**src/rtl/solver_pkg.sv**
```systemverilog
// Shared definitions for the solver arbiter: state encoding, default sizing
// and the result value returned on a timed-out job.
package solver_pkg;

    localparam logic [1:0] IDLE    = 2'd0;
    localparam logic [1:0] RUN     = 2'd1;
    localparam logic [1:0] RELEASE = 2'd2;

    localparam int DATA_W_DEF         = 32;
    localparam int TIMEOUT_CYCLES_DEF = 50_000_000;
    localparam int TO_W_DEF           = 26;

    localparam int TIMEOUT_RESULT = 0;

    typedef enum logic [1:0] {
        S_IDLE    = IDLE,
        S_RUN     = RUN,
        S_RELEASE = RELEASE
    } state_t;

endpackage

```
**src/rtl/rr_arb2.sv**
```systemverilog
// Two-way round-robin arbiter: one-hot grant; on a tie the requester that
// did not win last time (i_rr_ptr holds the last winner) is chosen.
module rr_arb2 (
    input  logic [1:0] i_valid,
    input  logic       i_rr_ptr,
    output logic [1:0] o_grant
);

    always_comb begin
        o_grant = 2'b00;
        case (i_valid)
            2'b01:   o_grant = 2'b01;
            2'b10:   o_grant = 2'b10;
            2'b11:   o_grant = i_rr_ptr ? 2'b01 : 2'b10;
            default: o_grant = 2'b00;
        endcase
    end

endmodule

```
**src/rtl/solver_arbiter.sv**
```systemverilog
// Shares one solver core between two requesters: round-robin grant, four-phase
// start/done handshake, per-phase timeout and result return to the job owner.
module solver_arbiter
    import solver_pkg::*;
#(
    parameter int DATA_W         = DATA_W_DEF,
    parameter int TIMEOUT_CYCLES = TIMEOUT_CYCLES_DEF,
    parameter int TO_W           = TO_W_DEF
) (
    input  logic              clk,
    input  logic              reset_n,
    input  logic              req0_valid,
    input  logic [DATA_W-1:0] req0_x,
    output logic              req0_ready,
    output logic              req0_done,
    output logic [DATA_W-1:0] req0_result,
    output logic              req0_timeout,
    input  logic              req1_valid,
    input  logic [DATA_W-1:0] req1_x,
    output logic              req1_ready,
    output logic              req1_done,
    output logic [DATA_W-1:0] req1_result,
    output logic              req1_timeout,
    output logic [DATA_W-1:0] sol_x,
    output logic              sol_start,
    input  logic [DATA_W-1:0] sol_result,
    input  logic              sol_done,
    output logic              busy,
    output logic              owner,
    output logic [7:0]        fault_cnt
);

    state_t            r_state;
    state_t            w_state_nxt;
    logic [TO_W-1:0]   r_to_cnt;
    logic              r_rr_ptr;
    logic              r_owner;
    logic [DATA_W-1:0] r_sol_x;
    logic              r_done0;
    logic              r_done1;
    logic              r_to0;
    logic              r_to1;
    logic [DATA_W-1:0] r_res0;
    logic [DATA_W-1:0] r_res1;
    logic [7:0]        r_fault_cnt;

    logic              w_idle;
    logic [1:0]        w_grant;
    logic              w_expired;
    logic              w_job_ok;
    logic              w_job_to;
    logic              w_rel_to;
    logic [DATA_W-1:0] w_job_res;

    function automatic logic [7:0] sat_inc8(input logic [7:0] v);
        return (v == 8'hFF) ? v : v + 8'd1;
    endfunction

    // Grant is qualified by reset so no ready pulse escapes while held in reset.
    assign w_idle    = (r_state == S_IDLE) && reset_n;
    assign w_expired = (r_to_cnt == TO_W'(TIMEOUT_CYCLES - 1));

    rr_arb2 u_rr_arb2 (
        .i_valid  ({req1_valid & w_idle, req0_valid & w_idle}),
        .i_rr_ptr (r_rr_ptr),
        .o_grant  (w_grant)
    );

    always_comb begin
        w_state_nxt = r_state;
        w_job_ok    = 1'b0;
        w_job_to    = 1'b0;
        w_rel_to    = 1'b0;
        case (r_state)
            S_IDLE: begin
                if (|w_grant) w_state_nxt = S_RUN;
            end
            S_RUN: begin
                // A done arriving in the expiry cycle still counts as success.
                if (sol_done) begin
                    w_state_nxt = S_RELEASE;
                    w_job_ok    = 1'b1;
                end else if (w_expired) begin
                    w_state_nxt = S_RELEASE;
                    w_job_to    = 1'b1;
                end
            end
            S_RELEASE: begin
                if (!sol_done) begin
                    w_state_nxt = S_IDLE;
                end else if (w_expired) begin
                    w_state_nxt = S_IDLE;
                    w_rel_to    = 1'b1;
                end
            end
            default: w_state_nxt = S_IDLE;
        endcase
    end

    assign w_job_res = w_job_ok ? sol_result : DATA_W'(TIMEOUT_RESULT);

    always_ff @(posedge clk or negedge reset_n) begin
        if (!reset_n) begin
            r_state     <= S_IDLE;
            r_to_cnt    <= '0;
            r_rr_ptr    <= 1'b1;
            r_owner     <= 1'b0;
            r_sol_x     <= '0;
            r_done0     <= 1'b0;
            r_done1     <= 1'b0;
            r_to0       <= 1'b0;
            r_to1       <= 1'b0;
            r_res0      <= '0;
            r_res1      <= '0;
            r_fault_cnt <= 8'd0;
        end else begin
            r_state <= w_state_nxt;
            if ((w_state_nxt != r_state) || (r_state == S_IDLE)) r_to_cnt <= '0;
            else                                                 r_to_cnt <= r_to_cnt + TO_W'(1);

            if (w_grant[0]) begin
                r_sol_x  <= req0_x;
                r_owner  <= 1'b0;
                r_rr_ptr <= 1'b0;
            end else if (w_grant[1]) begin
                r_sol_x  <= req1_x;
                r_owner  <= 1'b1;
                r_rr_ptr <= 1'b1;
            end

            // Only the owner's result registers move; the other side holds.
            r_done0 <= 1'b0;
            r_done1 <= 1'b0;
            if (w_job_ok || w_job_to) begin
                if (!r_owner) begin
                    r_done0 <= 1'b1;
                    r_res0  <= w_job_res;
                    r_to0   <= w_job_to;
                end else begin
                    r_done1 <= 1'b1;
                    r_res1  <= w_job_res;
                    r_to1   <= w_job_to;
                end
            end

            if (w_job_to || w_rel_to) r_fault_cnt <= sat_inc8(r_fault_cnt);
        end
    end

    assign req0_ready   = w_grant[0];
    assign req1_ready   = w_grant[1];
    assign req0_done    = r_done0;
    assign req1_done    = r_done1;
    assign req0_result  = r_res0;
    assign req1_result  = r_res1;
    assign req0_timeout = r_to0;
    assign req1_timeout = r_to1;
    assign sol_x        = r_sol_x;
    assign sol_start    = (r_state == S_RUN);
    assign busy         = (r_state != S_IDLE);
    assign owner        = r_owner;
    assign fault_cnt    = r_fault_cnt;

endmodule

```
**config.mk**
```make
export PLATFORM = sky130hd
export DESIGN_NAME = solver_arbiter
export DESIGN_NICKNAME = d
export VERILOG_FILES = /design/src/rtl/solver_pkg.sv /design/src/rtl/rr_arb2.sv /design/src/rtl/solver_arbiter.sv
export SDC_FILE = /design/constraint.sdc
export NUM_CORES = 1
export LEC_CHECK = 0
export CORE_UTILIZATION = 35
export CTS_BUF_LIST = sky130_fd_sc_hd__clkbuf_8 sky130_fd_sc_hd__clkbuf_16
export CTS_CLUSTER_SIZE = 40
export DETAILED_ROUTE_END_ITERATION = 16
export DONT_BUFFER_PORTS = 1
export PLACE_DENSITY = 0.56
export SLEW_MARGIN = 5
export SYNTH_ARGS = -nofsm -noshare
export SYNTH_HDL_FRONTEND = slang
export SYNTH_SLANG_ARGS = --single-unit
```
**constraint.sdc**
```tcl
create_clock -name clk -period 2.67 [get_ports clk]
set_input_delay 0.534 -clock clk [delete_from_list [all_inputs] [get_ports clk]]
set_output_delay 0.534 -clock clk [all_outputs]
set_load 0.02 [all_outputs]
```
==> key figures <==
Status
  – Status: complete, but fails checks
  – Failing checks: negative hold slack

STA
  – Final setup viols: 0
  – Final worst clock skew: ~8.7 ps
  – Minimum clock period: around 2500 ps
  – Hold Worst Slack: -174 ps
  – RSZ-0062 raised after global routing: no
  – Worst slew pin tran: around 730 ps
  – Total negative setup slack: 0 ps
  – Fmax: roughly 410 MHz
  – Final setup margin: ~200 ps
  – Slew Viols, Final: 0
  – Slew HR: 0.511
  – Final hold vios: approximately 140
  – Period utilisation layout: 0.925

Clock tree
  – Clock sinks: around 140
  – CTS Root Cell: clkbuf_16
  – TritonCTS clock tree: built
  – Cts bufs inserted: 17
  – Max Root-Sink Buffers: 2
  – Clk_lat worst skew: slightly above 400 ps
  – H-tree Lvls: 4
  – Reg clk slew, reported paths: roughly 60 ps

Place
  – Place WS: around 89 ps
  – Dpl cells: just under 700
  – Port Buffers: 0
  – Detail Placement HPWL: around 9000 um
  – GP Congestion: 0.847

Die
  – Die H: 129 um
  – Die area: 16600 um2
  – Io pins: 214
  – Die width: approximately 130 um
  – Rows: 45
  – Core area: between 15000 and 20000 um2
  – Initial Util: 0.364

Drt
  – DRT Pass-1 Iters: 5
  – # DRC: 0
  – WL per Instance: around 19 um
  – Vias per Instance: about 5.3
  – Final ANT Viol Nets: 0
  – Via count: 3800
  – Initial drt markers: ~190
  – Post-Route WL: approximately 14000 um

Global route
  – Vias in the first global route: 3902
  – GR Util All Layers: 0.171
  – GRT Residual Overflow: 0
  – Initial antenna violation count: 1
  – First-pass GRT wire length: about 21000 um
  – Largest net degree at the start of global routing: between 100 and 150

Setup path
  – Cell count of the worst reg-to-reg path: 7
  – Cell breakdown of the critical path: nor3b_1 > o21ai_2 > nor2_4
  – Cell depth of the worst setup path: 3
  – Buf+Inv Stages, Crit Path: 0
  – Worst reg2reg setup slack: 270 ps
  – Critical Path RT: ~2100 ps
  – Worst path top cell family by delay: simple AND/OR/NAND/NOR gates
  – CP max stage delay: between 500 and 600 ps
  – Arr. time, crit path: approximately 1900 ps
  – Crit-path max FO: 26
  – Startpoint types: flop
  – Kind of critical path: flop to output pin
  – CP endpoint kind: output pin
  – Critical-path top delay cell: nor2_4

Synthesis
  – Count leader, synth: dfrtp_1
  – Top post-synthesis cells by count: dfrtp_1, nand2_1, a22o_1, nor2_1
  – Ys flop type: dfrtp_1
  – Post-synth ARST share: 1.00
  – Synth area leader: dfrtp_1
  – #FFs+latches synth: ~140
  – Synth Instances: roughly 490
  – Sequential cell area fraction in the yosys report: 0.615
  – Mapped Nets: roughly 590
  – Post-synth EDFFs: 0
  – Ys Warns: 0
  – Synth top area share: 0.610
  – Unique cell type count in the Yosys netlist: 35
  – Mapped cell area: between 5000 and 6000 um2
  – Mapped Avg Cell Area: roughly 11 um2
  – Area contributors post-synth: dfrtp_1, a22o_1, nand2_1, xnor2_1, a22oi_1

Pwr
  – Design Power: 7.86 mW
  – Net switching fraction of the power: 0.377
  – Peak VDD IR: approximately 0.00057 V
  – Clock power share: 0.306
  – Sequential Power Share: 0.551
  – NetSw: slightly below 3 mW
  – Combinational share of power: 0.143
  – Int Pwr: 4.90 mW
  – Pwr per Cell Area: roughly 1200 nW/um2
  – Lkg Pwr: 2.85 nW

Final layout
  – Layout area overhead: 14.4%
  – Layout cells sized above 1: 0.0982
  – Final Non-Filler Cells: about 710
  – Fin nets: 589

Min path
  – Worst min path class: primary input to asynchronous set/reset pin

Run
  – MaxCap Viol Count: 0
## sequential cells by signal, indices dropped and copies added, names as in the netlist
signal	cells
req0_timeout	1
owner	1
sol_x	32
req0_done	1
r_state	2
req1_done	1
req0_result	32
fault_cnt	8
req1_timeout	1
req1_result	32
r_to_cnt	26
r_rr_ptr	1
## cells in the final DEF, fill, tap and decap left out, types with 7 or more instances in the layout
cell type	netlist	final
a22o_1	64	64
a22oi_1	25	25
and3_1	8	8
buf_4	2	7
clkbuf_16	0	17
dfrtp_1	137	137
inv_1	7	8
mux2i_1	8	8
nand2_1	70	70
nand3_1	13	13
nand4_1	8	8
nor2_1	41	40
o21ai_0	7	7
xnor2_1	25	25
## layout make-up
cell class / instances / area [um2]
Sequential cell: 138 / 3450
Tap cell: 211 / 264
Fill cell: 1478 / 8990
Inverter: 7 / 26.3
Multi-Input combinational cell: 315 / 2020
Timing Repair Buffer: 7 / 52.6
Clock inverter: 14 / 170
Clock buffer: 18 / 439
Antenna cell: 1 / 2.50
## power by group through the flow
stage               registers [mW]  clock network (mW)  logic (mW)
floorplan                     4.12                   0       0.967
global placement              4.36                   0        1.09
CTS                           4.34                2.47        1.13
detailed placement            4.34                   0        1.16
finish                        4.33                2.41        1.12
global route                  4.41                2.57        1.27
## cell families after synthesis
logic type	Yosys count	synth area share
flops	138	0.615
mux	9	0.0163
xor+xnor	30	0.0467
fa+ha+maj	2	0.00445
compound gates	106	0.151
buf+inv	36	0.0274
simple gates	168	0.139
## final timing paths
| check | from | endpoint |
|---|---|---|
| min reg2reg | r_to_cnt[0] | r_to_cnt[0] |
| min in group clk | sol_done | r_state[0] |
| max reg2reg | r_to_cnt[0] | r_to_cnt[14] |
| max | r_state[0] | req0_ready |
| max in group asynchronous | reset_n | r_rr_ptr |
| min | reset_n | fault_cnt[1] |
## worst register-to-register path, stage by stage (launching register included)
cell,delay (ps)
dfrtp_1,390
ha_1,210
and4_1,250
nand3_4,170
nor4_4,450
buf_4,240
or2_2,440
nor2_1,110
## through the flow
stage | utilization | cell area (um2)
finish | 0.417 | 6430
global route | 0.417 | 6430
CTS | 0.417 | 6430
detailed placement | 0.377 | 5820
global placement | 0.377 | 5820
floorplan | - | 5620
## layer usage
layer  routed length, um  global-route usage  vias to the layer above  part of all wire
met5                   0                   0                        -                 0
met4                 447              0.0803                        0             0.033
met3                 990              0.0686                       26             0.073
met2                6480               0.261                      158              0.48
met1                5620               0.211                     1891              0.42
li1                    -                   -                     1725                 -
## timing repair
| item | in CTS | in global routing |
|---|---|---|
| hold endpoints to repair | 138 | 138 |
| resized for setup | 1 | 0 |
| setup endpoints to repair | 1 | 0 |
| buffers inserted | 0 | 0 |
No activity file was read; power rests on OpenSTA's default activity.
